`config.mk`:
```
export PLATFORM = sky130hd
export DESIGN_NAME = shift_arbiter
export DESIGN_NICKNAME = d
export VERILOG_FILES = /design/src/rtl/shift_arbiter_pkg.sv /design/src/rtl/shift_left_logical.sv /design/src/rtl/shift_arbiter.sv
export SDC_FILE = /design/constraint.sdc
export NUM_CORES = 1
export LEC_CHECK = 0
export ABC_AREA = 1
export BUFFER_PORTS_ARGS = -buffer_cell sky130_fd_sc_hd__buf_4
export CORE_MARGIN = 3
export CORE_UTILIZATION = 45
export CTS_BUF_LIST = sky130_fd_sc_hd__clkbuf_16
export DETAILED_ROUTE_END_ITERATION = 12
export PLACE_DENSITY = 0.73
export REMOVE_ABC_BUFFERS = 1
export SETUP_SLACK_MARGIN = 0.5
export SYNTH_ARGS = -nofsm -noshare
export SYNTH_HDL_FRONTEND = slang
export SYNTH_SLANG_ARGS = --single-unit
```
`constraint.sdc`:
```
create_clock -name clk -period 2.3 [get_ports clk]
set_clock_uncertainty 0.15 [all_clocks]
set_input_delay 0.46 -clock clk [delete_from_list [all_inputs] [get_ports clk]]
set_output_delay 0.46 -clock clk [all_outputs]
set_load 0.01 [all_outputs]
```
`src/rtl/shift_arbiter_pkg.sv`:
```
// Purpose: shared types and constants for the shift_arbiter block.
// Latency: n/a (types only).
// Backpressure: n/a (types only).
package shift_arbiter_pkg;

  typedef enum logic {
    S_IDLE = 1'b0,
    S_HOLD = 1'b1
  } arb_state_t;

  // 1-bit requester index (0 or 1)
  typedef logic req_id_t;

  localparam int NUM_REQ = 2;

endpackage

```
`src/rtl/shift_left_logical.sv`:
```
// Purpose: combinational logical left shift, zero-filled, excess bits dropped.
// Latency: 0 cycles (pure combinational).
// Backpressure: none; output follows inputs.
// Ports: in (N) operand, shamt ($clog2(N)) shift amount, out (N) result.
module shift_left_logical #(
  parameter int N = 32
) (
  input  logic [N-1:0]         in,
  input  logic [$clog2(N)-1:0] shamt,
  output logic [N-1:0]         out
);

  assign out = in << shamt;

endmodule

```
`src/rtl/shift_arbiter.sv`:
```
// Purpose: round-robin share of one left shifter between two valid/ready requesters.
// Latency: 1 cycle, result registered with its requester tag on the accept edge.
// Backpressure: result held until out_ready; a pop and a new accept may share an edge.
// Ports: clk, rst (async active-low); req0_*/req1_* valid/ready/in/shamt request
//        channels; out_valid/out_ready/out/out_id result channel.
module shift_arbiter
  import shift_arbiter_pkg::*;
#(
  parameter int N = 32
) (
  input  logic                 clk,
  input  logic                 rst,
  input  logic                 req0_valid,
  output logic                 req0_ready,
  input  logic [N-1:0]         req0_in,
  input  logic [$clog2(N)-1:0] req0_shamt,
  input  logic                 req1_valid,
  output logic                 req1_ready,
  input  logic [N-1:0]         req1_in,
  input  logic [$clog2(N)-1:0] req1_shamt,
  output logic                 out_valid,
  input  logic                 out_ready,
  output logic [N-1:0]         out,
  output logic                 out_id
);

  localparam int SW = $clog2(N);

  arb_state_t     state, state_nxt;
  req_id_t        last_grant;
  req_id_t        winner;
  logic           can_accept;
  logic           accept;
  logic [N-1:0]   sh_in;
  logic [SW-1:0]  sh_amt;
  logic [N-1:0]   sh_out;

  // Winner selection: a lone requester wins; on conflict, the one not
  // granted last time wins.
  always_comb begin
    winner = 1'b0;
    if (req0_valid && req1_valid) begin
      winner = ~last_grant;
    end else if (req1_valid) begin
      winner = 1'b1;
    end
  end

  // Pass-through slot: a held result that is being popped frees the register
  // for a new accept on the same edge. rst gates the grant path so readies
  // drop the moment reset asserts.
  assign can_accept = rst && ((state == S_IDLE) || out_ready);
  assign req0_ready = can_accept && req0_valid && (winner == 1'b0);
  assign req1_ready = can_accept && req1_valid && (winner == 1'b1);
  assign accept     = req0_ready || req1_ready;

  assign sh_in  = winner ? req1_in    : req0_in;
  assign sh_amt = winner ? req1_shamt : req0_shamt;

  shift_left_logical #(.N(N)) u_shl (
    .in    (sh_in),
    .shamt (sh_amt),
    .out   (sh_out)
  );

  always_comb begin
    state_nxt = state;
    if (accept) begin
      state_nxt = S_HOLD;
    end else if ((state == S_HOLD) && out_ready) begin
      state_nxt = S_IDLE;
    end
  end

  always_ff @(posedge clk or negedge rst) begin
    if (!rst) begin
      state <= S_IDLE;
    end else begin
      state <= state_nxt;
    end
  end

  // Reset value 1 makes requester 0 win the first conflict.
  always_ff @(posedge clk or negedge rst) begin
    if (!rst) begin
      last_grant <= 1'b1;
      out        <= '0;
      out_id     <= 1'b0;
    end else if (accept) begin
      last_grant <= winner;
      out        <= sh_out;
      out_id     <= winner;
    end
  end

  assign out_valid = (state == S_HOLD);

endmodule

```
Yosys cells after proc, flatten, opt, wreduce, memory -nomap -nowiden
Cells that the tools add are included.
- register bits: 35
- bits in latches: 0
- bits in writable memories: 0
- memory bits (read-only): 0
- word-level logic and storage cells: 24
- memories kept: 0
- add/subtract/negate cells: 0
- multiply operators: 0
- div/mod/pow operators: 0
- magnitude comparators: 0
- equal/unequal tests: 0
- shift operators: 1
- mux-type cells: 6
- bitwise logic cells: 3
- reduce and logical (&&, ||, !) cells: 10
- operators by type and width (kind ; count):
    32-bit two-way mux ; 1
    32-bit by 5-bit << shifter with 32-bit output ; 1
    1-bit logical AND ; 7
    5-bit two-way mux ; 1
    1-bit two-way mux ; 4
    1-bit NOT ; 3
    1-bit logical OR ; 2
    2-bit nonzero test ; 1

Logic depth before layout (Yosys ltp)
- depth after elaboration: 7
- mapped depth: 13

By module
From an unflattened synthesis, not the netlist that was laid out.
- cell total of the unflattened synthesis: 642
- area total of the unflattened synthesis: 3732.3 um2
- modules (own cells, without submodules) (module ; instances ; cells each ; area each (um2)):
    shift_arbiter ; 1 ; 277 ; 2117.0
    shift_left_logical ; 1 ; 365 ; 1615.3

Least setup slack after synthesis
Ideal clock, no wire load.
- kind: in2reg
- start: input req1_valid
- end: register out[20]
- setup time: 0.069 ns
- data arrival time: 1.619 ns
- required time: 2.081 ns
- slack: 0.462 ns
- cell stages on the path: 11
- path through: buf_4 -> nand2_4 -> nor2_2 -> inv_2 -> nand2_2 -> inv_2 -> or2_1 -> inv_2 -> buf_6 -> nand4_1 -> nand3_1
- RTL lines (item ; line ; source):
    start: declaration ; shift_arbiter.sv:17 ; input logic req1_valid,
    1-bit two-way mux or 1-bit logical AND (tied branches) ; shift_arbiter.sv:44, shift_arbiter.sv:42 ;
    1-bit two-way mux ; shift_arbiter.sv:42 ; if (req0_valid && req1_valid) begin
    1-bit logical AND (*) ; shift_arbiter.sv:54 ; assign req1_ready = can_accept && req1_valid && (winner == 1'b1);
    net req1_ready ; shift_arbiter.sv:18 ; output logic req1_ready,
    1-bit logical OR (*) ; shift_arbiter.sv:55 ; assign accept = req0_ready || req1_ready;
    end signal: assignment ; shift_arbiter.sv:91 ; out <= sh_out;
    end: declaration ; shift_arbiter.sv:23 ; output logic [N-1:0] out,
The timed path passes the listed nets; every way through them passes the cells marked *.
A chain may end at the register's enable or synchronous reset.

Final worst setup path
- start: register last_grant
- end: register out[27]
- longest elaborated chain between the ends: 5
- ends and longest elaborated chain (item ; line ; source):
    start: declaration ; shift_arbiter.sv:30 ; req_id_t last_grant;
    start signal: assignment ; shift_arbiter.sv:90 ; last_grant <= winner;
    1-bit NOT (*) ; shift_arbiter.sv:43 ; winner = ~last_grant;
    1-bit two-way mux (*) ; shift_arbiter.sv:42 ;
    branches (longest 3 deep; another with 32-bit two-way mux) ; - ;
Mark *: on every way between the ends.

==> results.py <==
metrics = {
    "yosys": {
        "avgSynthCellArea_um2": 5.93,
        "ys.flop_type": "dfrtp_1",
        "ys_top_cells_by_area": "nand3_1, dfrtp_1, nand2_1, buf_2, inv_1",
        "netlist_top_cells_count": "nand3_1, nand2_1, dfrtp_1",
        "ys_ff_latch": 35,
        "yosys.area_share.adder": 0,
        "ys_types": 26,
        "synthXorXnorAreaFrac": 0,
        "ys_seq_area_frac": 0.259,
        "synth_top_area_cell": "nand3_1",
        "synth.cell_area_um2": 3390,
        "async_reset_ff_frac": 1.00,
        "yosysWarnings": 0,
        "synth_simple_gate_area_frac": 0.612,
        "synth.most_common_cell": "nand3_1",
        "synthCells": 572,
        "synthMuxAreaShare": 0,
        "synth_edf_count": 0,
        "synth-compound-area-share": 0.0391,
        "synth_top_family_by_area": "simple AND/OR/NAND/NOR gates",
        "synth_top_cell_area_share": 0.351,
    },
    "die": {
        "fp.dieW_um": 92.8,
        "row_count": 31,
        "start_util": 0.465,
        "dieHeight_um": 92.8,
        "fp.coreArea_um2": 7290,
        "dieArea_um2": 8610,
        "ios": 115,
    },
    "global_routing": {
        "grt_max_degree": 36,
        "grt_pass1_wl_um": 21500,
        "antenna_found_initial": 0,
        "groute.usage.overall": 0.308,
        "grt_overflow": 0,
        "grt_pass1_vias": 4359,
    },
    "clocking": {
        "cts_tree": "yes",
        "numCtsBuffers": 5,
        "cts_num_sinks": 35,
        "clock_latency_ps": 290,
        "ctsHtreeMaxLevel": 2,
        "clkTransAtPathRegs_ps": 60,
        "cts-root-buf": "clkbuf_16",
        "clk_path_buf_depth": 2,
    },
    "timing": {
        "fin_crit_sh": 0.948,
        "whs_ps": 102,
        "worstMarginPinSlew_ps": 451,
        "rsz0062_at_grt": "yes",
        "period_minus_slack_ps": 2180,
        "setup_viol": 0,
        "finalHoldViolations": 0,
        "max_freq_mhz": 459,
        "slew_viol_final": 0,
        "relSlewSlack": 0.699,
    },
    "job": {
        "maxCapViolations": 0,
    },
    "drt": {
        "vias": 5055,
        "wl_per_cell_um": 20.7,
        "drt_iter0_drc": 747,
        "drc": 0,
        "routed_wl_um": 16500,
        "ant_nets": 0,
        "routed_via_density": 6.36,
        "first_pass_iters": 7,
    },
    "final_layout": {
        "fillerInstances": 487,
        "antennaDiodeCount": 0,
        "drive_above_1_share": 0.510,
        "finalNetCount": 774,
        "area_growth_pct": 75.5,
    },
    "min_path": {
        "hold_path_class": "in2async",
    },
    "worst_setup_path": {
        "crit_chain": "nand2_4 -> buf_12 -> buf_4 -> nand3_1 -> nand2_2 -> nand2_2 -> nand3_2 -> nand3_4 -> nand3_2 -> nand3_2 -> nand3_1",
        "slowest_delay_ps": 550,
        "slowest_stage": "dfstp_2",
        "cpMostUsedCell": "nand3_2",
        "critical_path_class": "reg2reg",
        "worstPathArrival_ps": 2190,
        "end_kind": "register",
        "crit_fanout": 8,
        "required_ps": 2310,
        "startpoint_type": "register",
    },
    "outcome": {
        "status": "complete, no violations",
    },
    "placement": {
        "port_buffers": 114,
        "place_congestion": 0.980,
        "dp.final_hpwl_um": 8540,
    },
    "power": {
        "max-vdd-ir-drop_mv": 0.417,
        "p_leak_nw": 2.94,
        "power.density_nw_per_um2": 653,
        "total_power_mw": 3.89,
    },
}
## per-stage QoR
step / utilization / setup WS (ps) / instances / TNS (ps) / area (um^2)
after floorplan: - / -262 / 531 / -6620 / 3160
after global placement: 0.595 / 79.5 / 758 / 0 / 4340
after detailed placement: 0.595 / 34.3 / 758 / 0 / 4340
after CTS: 0.706 / 242 / 788 / 0 / 5150
after global routing: 0.816 / 88.8 / 795 / 0 / 5950
final: 0.816 / 120 / 795 / 0 / 5950
## layout make-up
class                           count  area, um^2  area share
Multi-Input combinational cell    477        3090       0.520
Inverter                           19         115      0.0193
Tap cell                           99         124      0.0208
Clock buffer                        5         125      0.0210
Clock inverter                      3        15.0     0.00252
Sequential cell                    35         877       0.147
Timing Repair inverter              1        16.3     0.00273
Timing Repair Buffer              156        1580       0.266
## cell families after synthesis
group	count (synthesis)
and+or+nand+nor	459
buffers and inverters	60
DFF	35
AOI/OAI and AO/OA	18
## layout by cell type, fill, tap and decap left out, types with 3 or more instances in the layout
master and count:
nand3_2 90, nand3_1 132, inv_1 12, buf_6 9, nor2_2 3, o21ai_1 6
buf_16 7, nand3_4 16, nand2_2 58, nand2_4 7, nand3b_1 4, a22o_1 3
clkbuf_16 10, buf_4 123, buf_12 12, dfrtp_1 34, nand2_1 141
## timing repair
item,CTS,global route
setup buffers,14,1
gates cloned,8,6
setup endpoints to repair,35,35
gates resized for setup,89,152
hold buffers,0,0
pin swaps,19,26
## registers in the layout, indices dropped and copies added (netlist names)
name / cells
out_valid: 1
out_id: 1
last_grant: 1
out: 32
## power by group
part	switching (mW)	leakage, nW	internal (mW)	total [mW]
clock	0.271	0.0649	0.394	0.665
sequential	0.0978	0.454	0.763	0.861
combinational	1.37	2.42	0.989	2.36
total	1.74	2.94	2.15	3.89
## worst paths after layout
path | endpoint | slack, ps | cells after the start | start
setup / recovery | out[27] | 120 | 11 | last_grant
hold / removal | out[8] | 100 | 2 | rst
setup reg to reg | out[27] | 120 | 11 | last_grant
hold reg to reg | out[15] | 330 | 2 | out[15]
max in group asynchronous | last_grant | 1550 | 2 | rst
min in group clk | out_valid | 230 | 2 | out_ready
## layer usage
layer | track usage | up-vias | routed length [um]
met1 | 0.415 | 2356 | 5940
met4 | 0.0867 | 0 | 1130
met5 | 0 | - | 0
li1 | - | 2209 | -
met3 | 0.0552 | 119 | 1870
met2 | 0.504 | 371 | 7540
## critical path: cells and delay by family, from the launching register on
kind          cells  cell delay (ps)
simple gates      9             1000
flops             1              550
buf+inv           2              330
No activity file was read; power rests on OpenSTA's default activity.
